### src/rtl/logic_unit_arbiter_pkg.sv
// lu_arb_pkg: shared types and constants for logic_unit_arbiter.
//   state_t        - arbiter FSM states (IDLE, EVAL, RESP)
//   LU_ARB_*_DEF   - default requester count and operand width
//   lu_arb_id_w()  - width of a requester index for a given requester count
package lu_arb_pkg;

  typedef enum logic [1:0] {
    IDLE = 2'd0,
    EVAL = 2'd1,
    RESP = 2'd2
  } state_t;

  localparam int LU_ARB_N_REQ_DEF = 4;
  localparam int LU_ARB_WIDTH_DEF = 1;

  function automatic int lu_arb_id_w(input int n);
    return (n > 1) ? $clog2(n) : 1;
  endfunction

endpackage

### src/rtl/logic_unit_arbiter_eval.sv
// or3_eval_unit: single registered evaluation stage q = (a ^ b) | (a & b) | c.
// Ports:
//   clk    - rising-edge clock
//   reset  - asynchronous active-low reset, clears q to 0
//   en     - capture enable; q holds its value while en is low
//   a,b,c  - WIDTH-bit operands
//   q      - WIDTH-bit registered result
module or3_eval_unit #(
  parameter int WIDTH = 1
) (
  input  logic             clk,
  input  logic             reset,
  input  logic             en,
  input  logic [WIDTH-1:0] a,
  input  logic [WIDTH-1:0] b,
  input  logic [WIDTH-1:0] c,
  output logic [WIDTH-1:0] q
);

  logic [WIDTH-1:0] q_d;
  logic [WIDTH-1:0] q_q;

  always_comb begin
    q_d = q_q;
    if (en) begin
      q_d = (a ^ b) | (a & b) | c;
    end
  end

  always_ff @(posedge clk or negedge reset) begin
    if (!reset) begin
      q_q <= '0;
    end else begin
      q_q <= q_d;
    end
  end

  assign q = q_q;

endmodule

### src/rtl/logic_unit_arbiter.sv
// logic_unit_arbiter: shares one or3_eval_unit between N_REQ requesters.
// A request sampled in IDLE is granted for one cycle (EVAL), the shared unit
// captures the winner's latched operands, and the result is strobed in RESP
// tagged with the winner's index. One service every 3 cycles.
// Ports:
//   clk, reset          - clock and asynchronous active-low reset
//   req                 - level request per requester
//   a_in, b_in, c_in    - packed operands, requester i at [i*WIDTH +: WIDTH]
//   gnt                 - one-hot grant, high for one cycle
//   busy                - high while not IDLE
//   q_out, q_valid,q_id - result, one-cycle strobe, owning requester index
// Configuration macro LU_ARB_RR_EN:
//   defined   - round-robin search starting at a rotating pointer
//   undefined - fixed priority, lowest index wins, no pointer register
module logic_unit_arbiter
  import lu_arb_pkg::*;
#(
  parameter  int N_REQ = LU_ARB_N_REQ_DEF,
  parameter  int WIDTH = LU_ARB_WIDTH_DEF,
  localparam int ID_W  = lu_arb_id_w(N_REQ)
) (
  input  logic                   clk,
  input  logic                   reset,
  input  logic [N_REQ-1:0]       req,
  input  logic [N_REQ*WIDTH-1:0] a_in,
  input  logic [N_REQ*WIDTH-1:0] b_in,
  input  logic [N_REQ*WIDTH-1:0] c_in,
  output logic [N_REQ-1:0]       gnt,
  output logic                   busy,
  output logic [WIDTH-1:0]       q_out,
  output logic                   q_valid,
  output logic [ID_W-1:0]        q_id
);

  state_t           state_d, state_q;
  logic [N_REQ-1:0] gnt_d, gnt_q;
  logic [ID_W-1:0]  win_d, win_q;
  logic [WIDTH-1:0] a_d, a_q, b_d, b_q, c_d, c_q;
  logic [ID_W-1:0]  ptr;

  // Per-requester operand views
  logic [WIDTH-1:0] a_arr [N_REQ];
  logic [WIDTH-1:0] b_arr [N_REQ];
  logic [WIDTH-1:0] c_arr [N_REQ];

  for (genvar gi = 0; gi < N_REQ; gi++) begin : g_slice
    assign a_arr[gi] = a_in[gi*WIDTH +: WIDTH];
    assign b_arr[gi] = b_in[gi*WIDTH +: WIDTH];
    assign c_arr[gi] = c_in[gi*WIDTH +: WIDTH];
  end

`ifdef LU_ARB_RR_EN
  logic [ID_W-1:0] ptr_d, ptr_q;

  always_comb begin
    ptr_d = ptr_q;
    if (state_q == RESP) begin
      ptr_d = (win_q == ID_W'(N_REQ - 1)) ? '0 : win_q + ID_W'(1);
    end
  end

  always_ff @(posedge clk or negedge reset) begin
    if (!reset) begin
      ptr_q <= '0;
    end else begin
      ptr_q <= ptr_d;
    end
  end

  assign ptr = ptr_q;
`else
  assign ptr = '0;
`endif

  // Wrap-around search as two passes: the lowest requester at or above the
  // pointer wins; if none, the lowest requester overall (the wrapped part).
  logic            any_req, hi_found;
  logic [ID_W-1:0] hi_idx, lo_idx, sel_idx;

  always_comb begin
    any_req  = 1'b0;
    hi_found = 1'b0;
    hi_idx   = '0;
    lo_idx   = '0;
    for (int i = N_REQ - 1; i >= 0; i--) begin
      if (req[i]) begin
        any_req = 1'b1;
        lo_idx  = ID_W'(i);
        if (ID_W'(i) >= ptr) begin
          hi_found = 1'b1;
          hi_idx   = ID_W'(i);
        end
      end
    end
    sel_idx = hi_found ? hi_idx : lo_idx;
  end

  always_comb begin
    state_d = state_q;
    gnt_d   = '0;
    win_d   = win_q;
    a_d     = a_q;
    b_d     = b_q;
    c_d     = c_q;
    unique case (state_q)
      IDLE: begin
        if (any_req) begin
          win_d   = sel_idx;
          gnt_d   = N_REQ'(1) << sel_idx;
          a_d     = a_arr[sel_idx];
          b_d     = b_arr[sel_idx];
          c_d     = c_arr[sel_idx];
          state_d = EVAL;
        end
      end
      EVAL:    state_d = RESP;
      RESP:    state_d = IDLE;
      default: state_d = IDLE;
    endcase
  end

  always_ff @(posedge clk or negedge reset) begin
    if (!reset) begin
      state_q <= IDLE;
      gnt_q   <= '0;
      win_q   <= '0;
      a_q     <= '0;
      b_q     <= '0;
      c_q     <= '0;
    end else begin
      state_q <= state_d;
      gnt_q   <= gnt_d;
      win_q   <= win_d;
      a_q     <= a_d;
      b_q     <= b_d;
      c_q     <= c_d;
    end
  end

  or3_eval_unit #(
    .WIDTH (WIDTH)
  ) u_eval (
    .clk   (clk),
    .reset (reset),
    .en    (state_q == EVAL),
    .a     (a_q),
    .b     (b_q),
    .c     (c_q),
    .q     (q_out)
  );

  assign gnt     = gnt_q;
  assign busy    = (state_q != IDLE);
  assign q_valid = (state_q == RESP);
  assign q_id    = win_q;

endmodule

### config.mk
export PLATFORM = sky130hd
export DESIGN_NAME = logic_unit_arbiter
export DESIGN_NICKNAME = d
export VERILOG_FILES = /design/src/rtl/logic_unit_arbiter_pkg.sv /design/src/rtl/logic_unit_arbiter_eval.sv /design/src/rtl/logic_unit_arbiter.sv
export SDC_FILE = /design/constraint.sdc
export NUM_CORES = 1
export LEC_CHECK = 0
export BUFFER_PORTS_ARGS = -buffer_cell sky130_fd_sc_hd__buf_2
export CORE_MARGIN = 3
export CORE_UTILIZATION = 45
export DETAILED_ROUTE_END_ITERATION = 16
export PLACE_DENSITY = 0.76
export SLEW_MARGIN = 20
export SYNTH_ARGS = -nofsm -noshare
export SYNTH_HDL_FRONTEND = slang
export SYNTH_HIERARCHICAL = 1
export SYNTH_SLANG_ARGS = --single-unit
### constraint.sdc
create_clock -name clk -period 1.8 [get_ports clk]
set_clock_uncertainty 0.15 [all_clocks]
set_input_delay 0.36 -clock clk [delete_from_list [all_inputs] [get_ports clk]]
set_output_delay 0.36 -clock clk [all_outputs]
set_load 0.02 [all_outputs]
Word level (Yosys, flattened, before mapping) --
Cells that the tools add are included.
Word-level totals: register bits 12, word-level logic and storage cells 41, input port bits 18, output and inout bits 9
Cells by class: reductions and logical operators 3, mux-type cells 21, bitwise gates (word level) 5, shift operators 1, magnitude comparators 1, equality and inequality tests 3
Operators with widths (number):
- $mux 1 | 10
- $mux 2 | 5
- $mux 4 | 2
- $bmux 1 s2 | 3
- $pmux 2 s2 | 1
- $shl 1x2->4 const A | 1
- $ge 3x3->1 const B | 1
- $not 2->3 | 1
- $eq 2x1->1 const B | 1
- $eq 2x2->1 const B | 1
- $logic_not 2->1 | 1
- $ne 2x2->1 const B | 1
- $or 1x1->1 | 2
- $reduce_and 2->1 | 1
- $reduce_bool 2->1 | 1
- $and 1x1->1 | 1
- $xor 1x1->1 | 1

Logic depth before layout (Yosys ltp) --
Gate-level depths: netlist (run 1).
depth after elaboration 8, gate-level depth with buffers 4, mapped depth without buffers 4

Cells and area by module --
The synthesis (run 1) kept the hierarchy.
By module, submodules not included:
- logic_unit_arbiter | times used 1, area each 595.6 µm², cells each 61
- or3_eval_unit | times used 1, area each 38.8 µm², cells each 4

Least setup slack after synthesis (run 1) --
No wires, ideal clock.
path type input port to flip-flop, from in req[2], to reg win_q[0] (netlist: q_id[0]), cell stages on the path 4, setup time 0.125 ns, data required time 1.525 ns, setup slack 0.073 ns, arrival time 1.452 ns, path through or4_4 > and2_4 > buf_6 > mux2_4
Between the ends: cells in the longest elaborated chain, start to end 4, elaborated cells on any way between the ends 7, classes of those cells mux: 6; reduce/logical: 1
Ends and longest elaborated chain:
- from (decl) | line logic_unit_arbiter.sv:24 | input logic [N_REQ-1:0] req,
- $mux 1 (3 in series) | line logic_unit_arbiter.sv:86 | if (req[i]) begin
- $reduce_and 2->1 (no source line)
- to (signal assigned) | line logic_unit_arbiter.sv:133 | win_q <= win_d;
- to (decl) | line logic_unit_arbiter.sv:37 | logic [ID_W-1:0] win_d, win_q;
Several ways; a longest one is shown, not always the timed one. A chain may end at the register's enable or synchronous reset.

Final worst setup path (run 1) --
from reg state_q[0], to out busy
Between the ends: cells in the longest elaborated chain, start to end 1
Ends and longest elaborated chain:
- from (decl) | line logic_unit_arbiter.sv:35 | state_t state_d, state_q;
- from (signal assigned) | line logic_unit_arbiter.sv:131 | state_q <= state_d;
- $reduce_bool 2->1 | line logic_unit_arbiter.sv:153 | assign busy = (state_q != IDLE);
- to (decl) | line logic_unit_arbiter.sv:29 | output logic busy,
Every way passes these cells.

==> results.toml, run 1 <==
[outcome]
status = "finished, final reports clean"

[yosys]
netlist_instances = 65
avgSynthCellArea_um2 = 9.76
yosysUniqueCellTypes = 22
syn_nets = 83
synth_seq_cells = 12
yosys_warnings = 6
syn_area_um2 = 634
ys_seq_area_share_pct = 47.3

[min_path]
whs_path_depth = 3
hp-start = "req[1]"
whs_endpoint = "gnt[3]"
worst_hold_path_type = "in2reg"

[die]
core_um2 = 1220
pin_count = 27
die_area_um2 = 1900
die_w_um = 43.5
num_rows = 12
die_y_um = 43.5
initial_utilization_pct = 52.2

[clock_tree]
cts_tree = "done"
insertion_delay_ns = 0.25
cts_buffer_depth = 2
numCtsBuffers = 3
cts_setup_buffers = 0
cts_root_buffer = "clkbuf_4"
h-tree-depth = 1
clock-sinks = 12
clkTransAtPathRegs_ns = 0.07
cts_resized = 0
hold_buffers = 1

[critical_path]
startpoint_type = "flop"
required_ns = 1.29
r2r_slack_ns = 0.40
reg2reg_to = "q_id[0]"
reg2reg_depth = 4
path_cells = "nor2_1 -> buf_4 -> inv_2 -> buf_2"
arrival_ns = 1.14
cp_slowest_cell = "dfrtp_1"
crit_start = "state_q[0]"
r2r-start = "state_q[0]"
cp_max_fo = 7
endpoint_kind = "output pin"
slowest_delay_ns = 0.40
criticalPathCategory = "reg2out"

[timing]
finalCriticalPeriod_ns = 1.65
tightest_slew_ns = 0.258
slew_headroom_pct = 82.8
setup_ws_ns = 0.153
setup_tns_ns = 0
fin_crit_sh_pct = 91.5
final_max_slew_viol_count = 0
whs_ns = 0.298
setup_viol = 0
rsz0062_at_grt = "false"
hold_viol = 0
max_freq_mhz = 607

[placement]
dp_hpwl_mm = 1.03
placed_area_um2 = 808
routabilityCongestion = 0.781
dp_slack_ns = 0.0329
place.port_buffers = 26

[routing]
wl_per_cell_um = 11.5
final_antenna_net_count = 0
vias_per_cell = 5.06
drt_first_pass_iters = 3
first_iter_violations = 6
routed_wl_mm = 1.29
route.detailed.drc = 0
vias = 567

[run]
cap_violations = 0

[global_route]
grt_max_degree = 16
grt_first_pass_wirelength_mm = 2.18
antenna_found_initial = 0
grt_overflow = 0
track_usage_pct = 15.1
grt_pass1_vias = 518

[power_and_ir_drop]
total_power_uw = 1020
p_leak_uw = 0.000431
power.density_nw_per_um2 = 1220
peakVddDrop_uv = 555

[cells_and_area]
fill_cells = 106
final_cell_mix = "26 x buf_2, 12 x dfrtp_1, 8 x a21oi_1"
fin_area_um2 = 841
diodes = 0
nets = 118
multiInputGateArea_um2 = 297
regArea_um2 = 300
areaGrowthSynthToFinish_pct = 32.5
drive_above_1_share_pct = 40.8
mostFrequentLayoutCell = "buf_2"
-- Yosys cell counts --
| cell | count | area [um2] |
|---|---|---|
| mux2_4 | 1 | 15.0 |
| nor3_1 | 2 | 10.0 |
| buf_6 | 1 | 11.3 |
| or4_4 | 1 | 11.3 |
| nor2b_1 | 6 | 37.5 |
| inv_2 | 1 | 3.75 |
| nor4_1 | 1 | 6.26 |
| a22o_1 | 3 | 26.3 |
| dfrtp_1 | 12 | 300 |
| clkbuf_1 | 2 | 7.51 |
| o21a_1 | 1 | 7.51 |
| a31oi_1 | 3 | 18.8 |
| nand2b_1 | 1 | 6.26 |
| nor2_1 | 5 | 18.8 |
| a21oi_1 | 8 | 40.0 |
| nor4b_2 | 1 | 15.0 |
| inv_1 | 4 | 15.0 |
| and2_1 | 1 | 6.26 |
| o21ai_0 | 4 | 20.0 |
| and3b_1 | 3 | 26.3 |
| and2_4 | 1 | 8.76 |
| nand3b_1 | 3 | 22.5 |
-- where the power goes --
part           total (uW)  internal, uW  leakage (uW)  switching [uW]
clock                 150          77.0     0.0000138            72.9
sequential            420           367      0.000146            52.9
combinational         453           203      0.000272             250
total                1020           647      0.000431             376
-- metrics by stage --
stage,cells,utilization [%]
floorplan,65,-
global placement,108,66.5
detailed placement,108,66.5
CTS,112,69.1
global route,112,69.1
finish,112,69.1
-- registers in the layout, indices dropped and copies added, names as in the netlist --
signal	cells
gnt	4
q_id	2
state_q	2
a_q	1
b_q	1
c_q	1
u_eval/q	1
-- worst max-delay path: cells and delay by family (launching register included) --
family | cells | cell delay [ns]
flops | 1 | 0.40
buf+inv | 3 | 0.37
simple gates | 1 | 0.12
-- logic make-up after synthesis --
group                  share of synthesized area (%)
AO/OA/AOI/OAI                                   17.8
buffers and inverters                           5.92
flip-flops                                      47.3
multiplexers                                    2.37
AND/OR/NAND/NOR                                 26.6
-- layout make-up --
type | instances | share of cell area [%]
repair buffers | 33 | 22.0
multi-input cells | 45 | 35.3
well taps | 14 | 2.08
flip-flops and latches | 12 | 35.7
inverters | 5 | 2.23
clock buffers | 3 | 2.68
-- metal layers --
metal | GRT usage [%] | vias up | wire (um)
li1 | - | 299 | -
met1 | 18.6 | 244 | 573
met2 | 25.3 | 22 | 605
met3 | 1.24 | 2 | 90
met4 | 9.04 | 0 | 23
met5 | 0 | - | 0
-- worst max-delay path by stage --
stage | endpoint | slack [ns] | cells past startpoint
finish | busy | 0.15 | 4
global route | busy | 0.07 | 4
CTS | busy | 0.14 | 4
detailed placement | q_id[0] | 0.03 | 4
global placement | q_id[0] | 0.06 | 4
floorplan | q_id[0] | 0.07 | 4
Power figures use the tool's default switching activity.
==> inputs of run 2 (changes only) <==
Settings changed: CELL_PAD_IN_SITES_DETAIL_PLACEMENT set to 2, CELL_PAD_IN_SITES_GLOBAL_PLACEMENT set to 2, CORE_ASPECT_RATIO set to 0.9, CORE_UTILIZATION 45 to 26, HOLD_SLACK_MARGIN set to 0.05, PLACE_DENSITY 0.76 to not set, PLACE_DENSITY_LB_ADDON set to 0.1.
==> run 2 against run 1 <==
- utilization shrank 31 points
- non-clock buffer count unchanged
- die area rose by 62%
- sequential cell count did not move
- hold slack improved by 0.011 ns
- clock-buffer cell count is the same
- sequential power is essentially flat
- via count is 7.9% higher
- first-iteration DRC count down 83%
==> results.toml, run 2 (synthesis gave the netlist of run 1 again) <==
[clock_tree]
insertion_delay_ns = 0.26
cts_tree = "done"
numCtsBuffers = 3
cts_resized = 0
clock-sinks = 12
cts_root_buffer = "clkbuf_4"
h-tree-depth = 1
clkTransAtPathRegs_ns = 0.07
cts_buffer_depth = 2

[placement]
routabilityCongestion = 0.720
place.port_buffers = 26
dp_hpwl_mm = 1.40

[cells_and_area]
final_cell_mix = "26 x buf_2, 12 x dfrtp_1, 8 x a21oi_1"
fill_cells = 267
drive_above_1_share_pct = 40.8
nets = 118
diodes = 0
areaGrowthSynthToFinish_pct = 35.1
mostFrequentLayoutCell = "buf_2"
largest_reg_flops = 4

[die]
pin_count = 27
die_area_um2 = 3070
die_w_um = 58.1
num_rows = 16
die_y_um = 52.9
core_um2 = 2240
initial_utilization_pct = 28.3

[critical_path]
criticalPathCategory = "reg2out"
r2r-start = "state_q[0]"
endpoint_kind = "output pin"
required_ns = 1.29
path_depth = 4
slowest_delay_ns = 0.40
crit_start = "state_q[0]"
path_cells = "nor2_1 -> buf_4 -> inv_2 -> buf_2"
critPathTopFamily = "flip-flops"
reg2reg_depth = 4
arrival_ns = 1.16
cp_max_fo = 7
startpoint_type = "flop"
reg2reg_to = "q_id[0]"
cp_num_buf_inv = 3
cp_slowest_cell = "dfrtp_1"
r2r_slack_ns = 0.39
cp-endpoint = "busy"

[power_and_ir_drop]
peakVddDrop_uv = 479
p_int_uw = 647
p_comb_share_pct = 44.8
p_leak_uw = 0.000431
p_switching_uw = 405
power.density_nw_per_um2 = 1230
power.share.sequential_pct = 39.8
swShare_pct = 38.5
p_clk_share_pct = 15.4

[timing]
tightest_slew_ns = 0.276
finalCriticalPeriod_ns = 1.67
setup_tns_ns = 0
rsz0062_at_grt = "false"
hold_viol = 0
setup_viol = 0
max_freq_mhz = 599
slew_headroom_pct = 81.6
fin_crit_sh_pct = 92.8
whs_ns = 0.309
final_max_slew_viol_count = 0

[routing]
final_antenna_net_count = 0
routed_wl_mm = 1.74
wl_per_cell_um = 13.9
first_iter_violations = 1
drt_first_pass_iters = 3
route.detailed.drc = 0
vias = 612
vias_per_cell = 4.90

[min_path]
worst_hold_path_type = "in2reg"
whs_path_depth = 3
hp-start = "req[1]"

[global_route]
track_usage_pct = 13.1
grt_first_pass_wirelength_mm = 3.04
grt_max_degree = 16
antenna_found_initial = 0
grt_overflow = 0
grt_pass1_vias = 666

[outcome]
status = "finished, final reports clean"

[run]
cap_violations = 0
-- run 2: cell counts in the layout (fill, tap and decap cells not counted) --
Identical to the previous run, type by type.
-- run 2: layout make-up --
cell class | instances | area, um2 | share of cell area [%]
repair buffers | 33 | 185 | 21.6
well taps | 27 | 33.8 | 3.94
clock buffers | 3 | 22.5 | 2.63
multi-input cells | 45 | 297 | 34.6
inverters | 5 | 18.8 | 2.19
flip-flops and latches | 12 | 300 | 35.0
-- run 2: repair_timing --
item                                    CTS  global route
setup buffers                             0             0
hold buffers                              1             0
hold endpoints to repair                 12             0
endpoints found under the setup margin    0             0
-- run 2: through the flow --
step           setup slack [ns]  cells  total power (uW)  cell area (um2)  util (%)
5_1_grt                  0.0631    125              1150              857      38.2
4_1_cts                   0.114    125              1070              857      38.2
3_3_place_gp             0.0550    121               882              825      36.8
6_report                  0.130    125              1050              857      38.2
3_5_place_dp             0.0308    121               905              825      36.8
2_1_floorplan            0.0732     65               746              634         -
-- run 2: layer usage --
metal  vias up  track usage, %  routed length [um]
met5         -               0                   0
met4         0            4.63                  15
met3         2            1.71                  97
met2        20            23.1                 847
met1       297            16.4                 780
li1        293               -                   -
-- run 2: worst min-delay path, delay by kind of cell --
kind | cells | cell delay (ns)
buf+inv | 2 | 0.26
simple gates | 1 | 0.06
-- run 2: power by group through the flow --
stage	Clock, uW	Combinational (uW)	Sequential [uW]
2_1_floorplan	0	276	470
3_3_place_gp	0	461	422
3_5_place_dp	0	477	427
4_1_cts	171	480	422
5_1_grt	185	525	435
6_report	162	471	418
-- run 2: worst min-delay path by stage --
stage	to	slack, ns
after floorplan	a_q	-0.09
after global placement	gnt[1]	0.10
after detailed placement	gnt[3]	0.11
after CTS	gnt[2]	0.30
after global routing	gnt[2]	0.32
final	gnt[2]	0.31
==> inputs of run 3 (changes only) <==
Settings changed: BUFFER_PORTS_ARGS -buffer_cell sky130_fd_sc_hd__buf_2 to not set, CORE_ASPECT_RATIO 0.9 to 1.1, CORE_UTILIZATION 26 to 33, DONT_BUFFER_PORTS set to 1.
==> run 3 against run 2 <==
- fmax up 8.1%
- largest cell class unchanged
- register-to-register slack is essentially flat
- clock power rose by 29%
- sequential power increased by 15%
- worst setup slack improved by 0.13 ns
- hold slack worse by 0.22 ns
- die area decreased by 19%
- combinational power decreased by 33%
==> results.toml, run 3 (synthesis gave the netlist of run 1 again) <==
[global_route]
grt_first_pass_wirelength_mm = 2.37
grt_pass1_vias = 530
grt_max_degree = 15
grt_overflow = 0
track_usage_pct = 13.8
antenna_found_initial = 0

[routing]
routed_wl_mm = 1.40
vias = 488
wl_per_cell_um = 15.9
first_iter_violations = 4
route.detailed.drc = 0
vias_per_cell = 5.55
drt_first_pass_iters = 2
final_antenna_net_count = 0

[power_and_ir_drop]
p_switching_uw = 369
power.density_nw_per_um2 = 1410
p_int_uw = 634
peakVddDrop_uv = 334
p_comb_share_pct = 31.3
power.share.sequential_pct = 47.9
p_clk_share_pct = 20.8
total_power_uw = 1000
p_leak_uw = 0.000315
swShare_pct = 36.8

[clock_tree]
clkTransAtPathRegs_ns = 0.07
cts_resized = 0
clock-sinks = 12
cts_buffer_depth = 2
numCtsBuffers = 3
h-tree-depth = 1
cts_root_buffer = "clkbuf_4"
insertion_delay_ns = 0.27
cts_tree = "done"

[cells_and_area]
regArea_um2 = 300
diodes = 0
areaGrowthSynthToFinish_pct = 12.2
mostFrequentLayoutCell = "dfrtp_1"
final_cell_mix = "12 x dfrtp_1, 8 x a21oi_1, 6 x nor2b_1"
multiInputGateArea_um2 = 297
nets = 89
largest_reg_flops = 4
drive_above_1_share_pct = 14.3
fill_cells = 201

[critical_path]
criticalPathCategory = "reg2out"
path_cells = "nor2_1 -> buf_4 -> inv_2"
cp_max_fo = 7
critPathTopFamily = "flip-flops"
arrival_ns = 1.03
required_ns = 1.29
slowest_delay_ns = 0.40
startpoint_type = "flop"
cp_slowest_cell = "dfrtp_1"
endpoint_kind = "output pin"
cp_num_buf_inv = 2

[timing]
fin_crit_sh_pct = 85.8
hold_viol = 0
rsz0062_at_grt = "false"
max_freq_mhz = 648
setup_viol = 0
tightest_slew_ns = 0.504
slew_headroom_pct = 66.3
finalCriticalPeriod_ns = 1.54
setup_tns_ns = 0
final_max_slew_viol_count = 0

[outcome]
status = "finished, final reports clean"

[placement]
place.port_buffers = 0
dp_hpwl_mm = 1.07
routabilityCongestion = 0.647

[min_path]
worst_hold_path_type = "in2reg"

[die]
pin_count = 27
core_um2 = 1800
die_y_um = 52.0
die_area_um2 = 2490
num_rows = 16
die_w_um = 47.8
initial_utilization_pct = 35.2

[run]
cap_violations = 0
## run 3: cell types whose count changed in the layout (fill, tap and decap cells not counted), sizes merged
cell         change
buf             -31
dlygate4sd3      +2
clkbuf           +1
## run 3: worst register-to-register path, cell delays in order (launching register included)
cell and delay [ns]:
dfrtp_1 0.40, nor2_1 0.11, buf_4 0.15, and2_4 0.18, mux2_4 0.29
## run 3: repair_timing
item | 4_1_cts | 5_1_grt
hold buffers | 3 | 0
hold endpoints to repair | 15 | 0
setup buffers | 0 | 0
## run 3: power groups by stage
stage	clock, uW	sequential (uW)	combinational, uW
after detailed placement	0	488	306
after CTS	221	483	318
final	209	480	314
after global routing	236	497	358
after global placement	0	491	300
after floorplan	0	470	276
## run 3: path summary, 6_finish.rpt
check,slack (ns),end,cells after the start,start
worst max-delay path,0.26,busy,3,state_q[0]
worst min-delay path,0.09,gnt[1],2,req[1]
worst max register to register,0.39,q_id[0],4,state_q[0]
worst min register to register,0.32,state_q[1],1,state_q[1]
max in group asynchronous,0.82,state_q[1],1,reset
min in group asynchronous,0.34,c_q,1,reset
## run 3: through the flow
step | worst slack, ns | utilization [%] | std cells | cell area, um2 | hold WS, ns
final | 0.256 | 39.5 | 88 | 712 | 0.0931
after global routing | 0.184 | 39.5 | 88 | 712 | 0.0756
after CTS | 0.238 | 39.5 | 88 | 712 | 0.0721
after detailed placement | 0.129 | 35.8 | 81 | 646 | -0.0853
after global placement | 0.147 | 35.8 | 81 | 646 | -0.0853
after floorplan | 0.0732 | - | 65 | 634 | -0.0856
## run 3: final cells by class
class | instances | area share, %
flip-flops and latches | 12 | 42.2
multi-input cells | 45 | 41.7
well taps | 18 | 3.16
inverters | 5 | 2.64
clock buffers | 4 | 5.10
repair buffers | 4 | 5.27
## run 3: metal layers
| metal | GRT usage [%] | up-vias | share of wire [%] |
|---|---|---|---|
| li1 | - | 236 | - |
| met1 | 17.2 | 231 | 44 |
| met2 | 20.7 | 21 | 49 |
| met3 | 3.81 | 0 | 6.3 |
| met4 | 8.07 | 0 | 0 |
| met5 | 0 | - | 0 |
